--- config.mk ---
export PLATFORM = sky130hd
export DESIGN_NAME = serial_subtractor
export DESIGN_NICKNAME = d
export VERILOG_FILES = /design/src/rtl/serial_subtractor.sv
export SDC_FILE = /design/constraint.sdc
export NUM_CORES = 1
export LEC_CHECK = 0
export BUFFER_PORTS_ARGS = -buffer_cell sky130_fd_sc_hd__buf_2
export CAP_MARGIN = 10
export CORE_MARGIN = 5
export CORE_UTILIZATION = 55
export CTS_CLUSTER_DIAMETER = 80
export DETAILED_ROUTE_END_ITERATION = 7
export PLACE_DENSITY = 0.79
export SLEW_MARGIN = 20
export SYNTH_ARGS = -nofsm -noshare
export SYNTH_HDL_FRONTEND = slang
export SYNTH_SLANG_ARGS = --single-unit
--- constraint.sdc ---
create_clock -name clk -period 3.65 [get_ports clk]
set_clock_uncertainty 0.15 [all_clocks]
set_input_delay 0.365 -clock clk [delete_from_list [all_inputs] [get_ports clk]]
set_output_delay 0.365 -clock clk [all_outputs]
set_load 0.02 [all_outputs]
--- src/rtl/serial_subtractor.sv ---
// serial_subtractor: multi-cycle N_BITS-wide subtractor computing a - b - borrow_in,
// CHUNK bits per cycle, least-significant chunk first, under a start/done handshake.
//
// Ports:
//   clk           rising-edge clock
//   rst_n         asynchronous active-low reset
//   i_start       request, accepted only when idle
//   i_a, i_b      minuend / subtrahend, latched on an accepted request
//   i_borrow_in   borrow-in, latched on an accepted request
//   o_busy        high while an operation is running or completing
//   o_done        one-cycle pulse when o_diff/o_borrow_out have just been updated
//   o_diff        last completed difference (modulo 2^N_BITS)
//   o_borrow_out  1 iff a < b + borrow_in (unsigned), held with o_diff
//   o_overflow    two's-complement overflow, held with o_diff
//                 (present only with SERIAL_SUB_OVERFLOW_EN defined)
//
// Optional feature macro: SERIAL_SUB_OVERFLOW_EN
module serial_subtractor #(
  parameter int unsigned N_BITS = 64,
  parameter int unsigned CHUNK  = 8
) (
  input  logic              clk,
  input  logic              rst_n,
  input  logic              i_start,
  input  logic [N_BITS-1:0] i_a,
  input  logic [N_BITS-1:0] i_b,
  input  logic              i_borrow_in,
  output logic              o_busy,
  output logic              o_done,
  output logic [N_BITS-1:0] o_diff,
`ifdef SERIAL_SUB_OVERFLOW_EN
  output logic              o_overflow,
`endif
  output logic              o_borrow_out
);

  localparam int unsigned NumChunks = (CHUNK == 0) ? 1 : N_BITS / CHUNK;
  localparam int unsigned CntW      = (NumChunks > 1) ? $clog2(NumChunks) : 1;

  if ((CHUNK == 0) ? 1'b1 : ((N_BITS % CHUNK) != 0)) begin : g_param_check
    $error("serial_subtractor: CHUNK must be >= 1 and divide N_BITS");
  end

  typedef enum logic [1:0] {StIdle, StRun, StDone} state_e;

  state_e            state_q, state_d;
  logic [N_BITS-1:0] a_q, b_q;
  logic              borrow_q;
  logic [CntW-1:0]   cnt_q;
  logic [N_BITS-1:0] diff_q;
  logic              bout_q;

  logic              accept, advance, last_chunk, finish;
  logic [CHUNK:0]    sub_res;
  logic [N_BITS-1:0] diff_next;

  // Operands shift right each chunk, so the active chunk always sits in the low bits.
  assign sub_res    = {1'b0, a_q[CHUNK-1:0]} - {1'b0, b_q[CHUNK-1:0]}
                    - {{CHUNK{1'b0}}, borrow_q};
  assign last_chunk = (cnt_q == CntW'(NumChunks - 1));
  assign accept     = (state_q == StIdle) && i_start;
  assign advance    = (state_q == StRun);
  assign finish     = advance && last_chunk;

  if (NumChunks == 1) begin : g_single
    assign diff_next = sub_res[CHUNK-1:0];
  end else begin : g_multi
    // Holds the already-computed lower chunks; the newest chunk enters at the top.
    logic [N_BITS-CHUNK-1:0] acc_q;
    assign diff_next = {sub_res[CHUNK-1:0], acc_q};
    always_ff @(posedge clk or negedge rst_n) begin
      if (!rst_n) begin
        acc_q <= '0;
      end else if (advance) begin
        acc_q <= diff_next[N_BITS-1:CHUNK];
      end
    end
  end

  always_comb begin
    state_d = state_q;
    unique case (state_q)
      StIdle:  if (i_start) state_d = StRun;
      StRun:   if (last_chunk) state_d = StDone;
      StDone:  state_d = StIdle;
      default: state_d = StIdle;
    endcase
  end

  always_ff @(posedge clk or negedge rst_n) begin
    if (!rst_n) begin
      state_q <= StIdle;
    end else begin
      state_q <= state_d;
    end
  end

  always_ff @(posedge clk or negedge rst_n) begin
    if (!rst_n) begin
      a_q      <= '0;
      b_q      <= '0;
      borrow_q <= 1'b0;
      cnt_q    <= '0;
    end else if (accept) begin
      a_q      <= i_a;
      b_q      <= i_b;
      borrow_q <= i_borrow_in;
      cnt_q    <= '0;
    end else if (advance) begin
      a_q      <= a_q >> CHUNK;
      b_q      <= b_q >> CHUNK;
      borrow_q <= sub_res[CHUNK];
      cnt_q    <= cnt_q + 1'b1;
    end
  end

  // Visible results change only on completion, never showing partial chunks.
  always_ff @(posedge clk or negedge rst_n) begin
    if (!rst_n) begin
      diff_q <= '0;
      bout_q <= 1'b0;
    end else if (finish) begin
      diff_q <= diff_next;
      bout_q <= sub_res[CHUNK];
    end
  end

`ifdef SERIAL_SUB_OVERFLOW_EN
  // Operand sign bits are shifted out of a_q/b_q, so keep them separately.
  logic a_msb_q, b_msb_q, ovf_q;
  always_ff @(posedge clk or negedge rst_n) begin
    if (!rst_n) begin
      a_msb_q <= 1'b0;
      b_msb_q <= 1'b0;
      ovf_q   <= 1'b0;
    end else begin
      if (accept) begin
        a_msb_q <= i_a[N_BITS-1];
        b_msb_q <= i_b[N_BITS-1];
      end
      if (finish) begin
        ovf_q <= (a_msb_q != b_msb_q) && (sub_res[CHUNK-1] != a_msb_q);
      end
    end
  end
  assign o_overflow = ovf_q;
`endif

  assign o_busy       = (state_q == StRun) || (state_q == StDone);
  assign o_done       = (state_q == StDone);
  assign o_diff       = diff_q;
  assign o_borrow_out = bout_q;

endmodule

Word-level counts from Yosys, hierarchy flattened
Cells that the tools add are included.
- bits in registers: 255
- reductions and logical operators: 6
- add/subtract/negate cells: 3
- equality and inequality tests: 5
- mux-type cells: 11
- operators by type and width (operator ; count):
    $mux W64 ; 4
    $sub A8 B8 Y9 ; 1
    $sub A9 B1 Y9 ; 1
    $mux W3 ; 2
    $mux W2 ; 2
    $pmux W2 S2 ; 1
    $add A3 B1 Y3 const B ; 1
    $eq A3 B3 Y1 const B ; 1
    $eq A2 B1 Y1 const B ; 1
    $eq A2 B2 Y1 const B ; 1
    $logic_and A1 B1 Y1 ; 2
    $logic_not A2 Y1 ; 1
    $mux W1 ; 2
    $ne A2 B1 Y1 const B ; 1
    $ne A2 B2 Y1 const B ; 1
    $reduce_and A2 Y1 ; 1
    $reduce_bool A2 Y1 ; 1
    $logic_or A1 B1 Y1 ; 1

Depth between registers and ports, before layout
- depth after elaboration: 4
- gate-level depth with buffers: 8
- mapped depth without buffers: 8

Worst setup path before layout
OpenSTA, ideal clock, no wires.
- kind: register -> register
- from: register a_q[0]
- to: register g_multi.acc_q[54]
- period minus slack after synthesis: 2280 ps
- data required time: 3375 ps
- stages on the path, launching flop included: 7
- buffers on the path: 0
- data arrival time: 2005 ps
- path slack: 1370 ps
- library setup time: 125 ps
- cells stage by stage: dfrtp_1 > fa_1 > fa_1 > nor3b_1 > o21ai_0 > xor2_1 > mux2_2
- cells in the longest elaborated chain, start to end: 2
- ends and longest elaborated chain (item ; line ; text):
    from (decl) ; 47 ; logic [N_BITS-1:0] a_q, b_q;
    from (signal assigned) ; 105 ; a_q <= i_a;
    from (signal assigned) ; 110 ; a_q <= a_q >> CHUNK;
    $sub A8 B8 Y9 ; 58 ; assign sub_res = {1'b0, a_q[CHUNK-1:0]} - {1'b0, b_q[CHUNK-1:0]}
    $sub A9 B1 Y9 ; 59 ; - {{CHUNK{1'b0}}, borrow_q};
    to (signal assigned) ; 75 ; acc_q <= diff_next[N_BITS-1:CHUNK];
    to (decl) ; 69 ; logic [N_BITS-CHUNK-1:0] acc_q;
No other way between the ends.
A chain may end at the register's enable or synchronous reset.

Worst setup path after layout
- from: register state_q[1]
- to: register g_multi.acc_q[55]
- cells in the longest elaborated chain, start to end: 1
- ends and longest elaborated chain (item ; line ; text):
    from (decl) ; 46 ; state_e state_q, state_d;
    from (signal assigned) ; 92 ; state_q <= StIdle;
    from (signal assigned) ; 94 ; state_q <= state_d;
    $eq A2 B1 Y1 ; 62 ; assign advance = (state_q == StRun);
No other way between the ends.

==> key figures <==
Synth
  • Most frequent cells after synthesis: dfrtp_1, nand2_1, o21ai_0
  • Most numerous cell in the Yosys netlist: dfrtp_1
  • Number of synthesized flops with an enable pin: 0
  • Yosys top cell by area: dfrtp_1
  • Post-synthesis cell count: around 940
  • Area share of the largest cell type after synthesis: 57.5%
  • Synthesized area per cell: about 12 sq um
  • Mapped Area: ~11000 sq um
  • Post-synthesis async set-or-reset flop share: between 90% and 100%
  • Syn Nets: about 1100
  • Syn. warnings: 0
  • Top post-synthesis cells by area: dfrtp_1, mux2_2, mux2i_1
  • Part of the Yosys area used for sequential elements: 57.5%
  • Primary FF master, synth: dfrtp_1
  • Yosys cell types: 37
  • FF+latch count, synth: ~260

Min path
  • Hold WC Path Type: in -> reg

Global routing
  • M1 GR Usage: between 30% and 40%
  • Met3 usage in global routing: around 4.8%
  • Largest net degree at the start of global routing: ~100
  • Global route overflow: 0
  • First-pass GRT wire length: around 48000 um
  • Grt peak-use layer: met2
  • Initial antenna violation count: 0
  • Vias in the first global route: between 9000 and 10000
  • Met2 GRT Util: about 45%
  • GRT Overall Usage: ~25%

Setup path
  • CP Cell Sequence: inv_1 -> ha_4 -> buf_12 -> clkinv_1 -> a221oi_1 -> o311ai_1
  • WS Path Type: reg -> reg
  • Slowest stage delay, CP: around 0.7 ns
  • Critical Path Sink Type: register
  • Worst Path Max Fanout: 89
  • CP startpoint kind: register
  • Critical-path top delay cell: clkinv_1
  • Critical Path RT: slightly below 4 ns
  • Arr. time, crit path: roughly 3.0 ns

CTS
  • Clock buffer depth: 3
  • CTS clk-pin slew, worst paths: around 0.06 ns
  • PostCTS Resize Cnt: 0
  • CTS Buf Count: 26
  • Worst-Skew Late Latency: ~0.53 ns
  • Root Buffer Master: clkbuf_16
  • Clock sinks: approximately 260
  • Number of H-tree branching levels: 1
  • CTS tree: done

Die
  • Boundary Pins: 199
  • Core area: 20000 sq um
  • Die area: roughly 23000 sq um
  • Die X-Extent: roughly 150 um
  • Die height: 152 um
  • Initial Utilization: between 50% and 60%
  • Row count: 52

Route
  • Initial DRC Count: around 390
  • DR vias: 8412
  • Drt drc: 0
  • DRT Pass-1 Iters: 5
  • Vias per inst: 5.48
  • DR WL/cell: 19.2 um
  • Final WL: between 20000 and 30000 um
  • Final ANT Viol Nets: 0

Power and ir drop
  • Switch share: between 30 and 40%
  • Leakage: approximately 7.1 nW
  • Clock share of power: between 20% and 30%
  • Int Power: around 8.3 mW
  • Share of total power in sequential cells: a little under two fifths
  • Comb power frac: approximately two fifths
  • Psw: 4.79 mW
  • P per Cell Area: 900 nW/um^2
  • Total power: 13.1 mW
  • Worst-case vdd ir drop: approximately 560 uV

Layout
  • Area delta synth->final: 31.5%
  • NumNets Final: roughly 1400
  • Antenna diodes: 0
  • Layout cell share with drive strength beyond 1: approximately 29%

Placed design
  • Post-DP HPWL: between 15000 and 20000 um
  • IO Port Bufs: a little under 200
  • Routability cong.: 0.816

STA
  • Final hold vios: 0
  • Highest clock rate: 0.358 GHz
  • Setup violators final: 0
  • Setup_tns: 0 ns
  • Max-slew violation count: 0
  • Tcrit/Tclk final: between 70% and 80%
  • RSZ-0062 raised after global routing: false
  • Final min period: about 2.8 ns
  • Slew HR: a little over two fifths
  • Slew @ Worst Pin: about 0.84 ns

Run status
  • Outcome: finished clean

Flow run
  • Max_cap viols: 0
## layout make-up
type | instances | area (sq um)
sequential | 255 | 6380
fill | 1284 | 5460
multi-input combinational | 598 | 4360
timing repair buffer | 341 | 2450
clock buffer | 34 | 752
tap | 270 | 338
clock inverter | 11 | 211
inverter | 25 | 93.8
## final timing paths
kind | from | end | slack (ns) | cells past startpoint
worst max-delay path | state_q[1] | g_multi.acc_q[55] | 0.86 | 6
worst min-delay path | i_start | state_q[1] | 0.05 | 3
worst max register to register | state_q[1] | g_multi.acc_q[55] | 0.86 | 6
worst min register to register | o_diff[56] | o_diff[56] | 0.35 | 2
max in group asynchronous | rst_n | b_q[35] | 2.16 | 3
min in group asynchronous | rst_n | o_diff[59] | 0.32 | 2
## worst max-delay path: cells and delay by family, from the launching register on
| kind | cells | cell delay [ns] |
|---|---|---|
| buffers and inverters | 3 | 1.34 |
| DFF | 1 | 0.38 |
| AOI/OAI and AO/OA | 2 | 0.57 |
| adders and majority gates | 1 | 0.19 |
## routing by layer
metal / up-vias / routed length, um
li1: 3851 / -
met1: 4106 / 11300
met2: 345 / 14900
met3: 110 / 1700
met4: 0 / 1450
met5: - / 0
## cells by family (layout without fill, tap and decap cells)
| kind of cell | count (synthesis) | after routing | synth area share, % |
|---|---|---|---|
| compound gates | 159 | 159 | 7.62 |
| xor+xnor | 7 | 7 | 0.553 |
| fa+ha+maj | 22 | 22 | 2.62 |
| buf+inv | 82 | 411 | 3.35 |
| flops | 255 | 255 | 57.5 |
| mux | 226 | 226 | 21.7 |
| simple gates | 184 | 184 | 6.67 |
## power groups by stage
stage	logic [mW]	clock network [mW]	registers [mW]
3_5_place_dp	4.90	0	5.02
2_1_floorplan	3.52	0	5.01
3_3_place_gp	4.71	0	4.96
6_report	5.15	2.95	5.01
5_1_grt	5.69	3.11	5.17
4_1_cts	5.06	3.00	4.99
## through the flow
stage          setup slack [ns]  std cells  util (%)  hold slack [ns]  area [sq um]
6_report                  0.857       1534      72.8           0.0481         14600
5_1_grt                   0.598       1534      72.8           0.0559         14600
4_1_cts                   0.899       1534      72.8           0.0301         14600
3_5_place_dp              0.920       1359      61.5            0.298         12300
3_3_place_gp              0.980       1359      61.5            0.297         12300
2_1_floorplan              1.37        935         -          -0.0806         11100
## flip-flops by register name, summed over array words and instances (netlist names)
name and cells:
cnt_q 3, o_borrow_out 1, o_diff 64, borrow_q 1, state_q 2, g_multi.acc_q 56
b_q 64, a_q 64
## layout by cell type (no fill, tap or decap), types with 3 or more instances in the layout
cell and count:
ha_1 19, buf_4 9, nor2_1 12, nor3b_1 3, buf_12 4, dlygate4sd3_1 130
inv_1 24, o21a_1 3, nor3_1 5, mux2i_1 114, xnor2_1 5, clkbuf_16 27
o21ai_0 138, nand2_1 152, dfrtp_1 255, a21oi_1 7, buf_2 197, clkinv_2 3
clkbuf_8 5, bufinv_16 6, mux2_2 112
## repair_timing
item / in CTS / in global routing
hold endpoints to repair: 224 / 0
buffers inserted: 0 / 0
hold buffers: 130 / 0
Note: power is estimated with default switching activity, not from simulation.
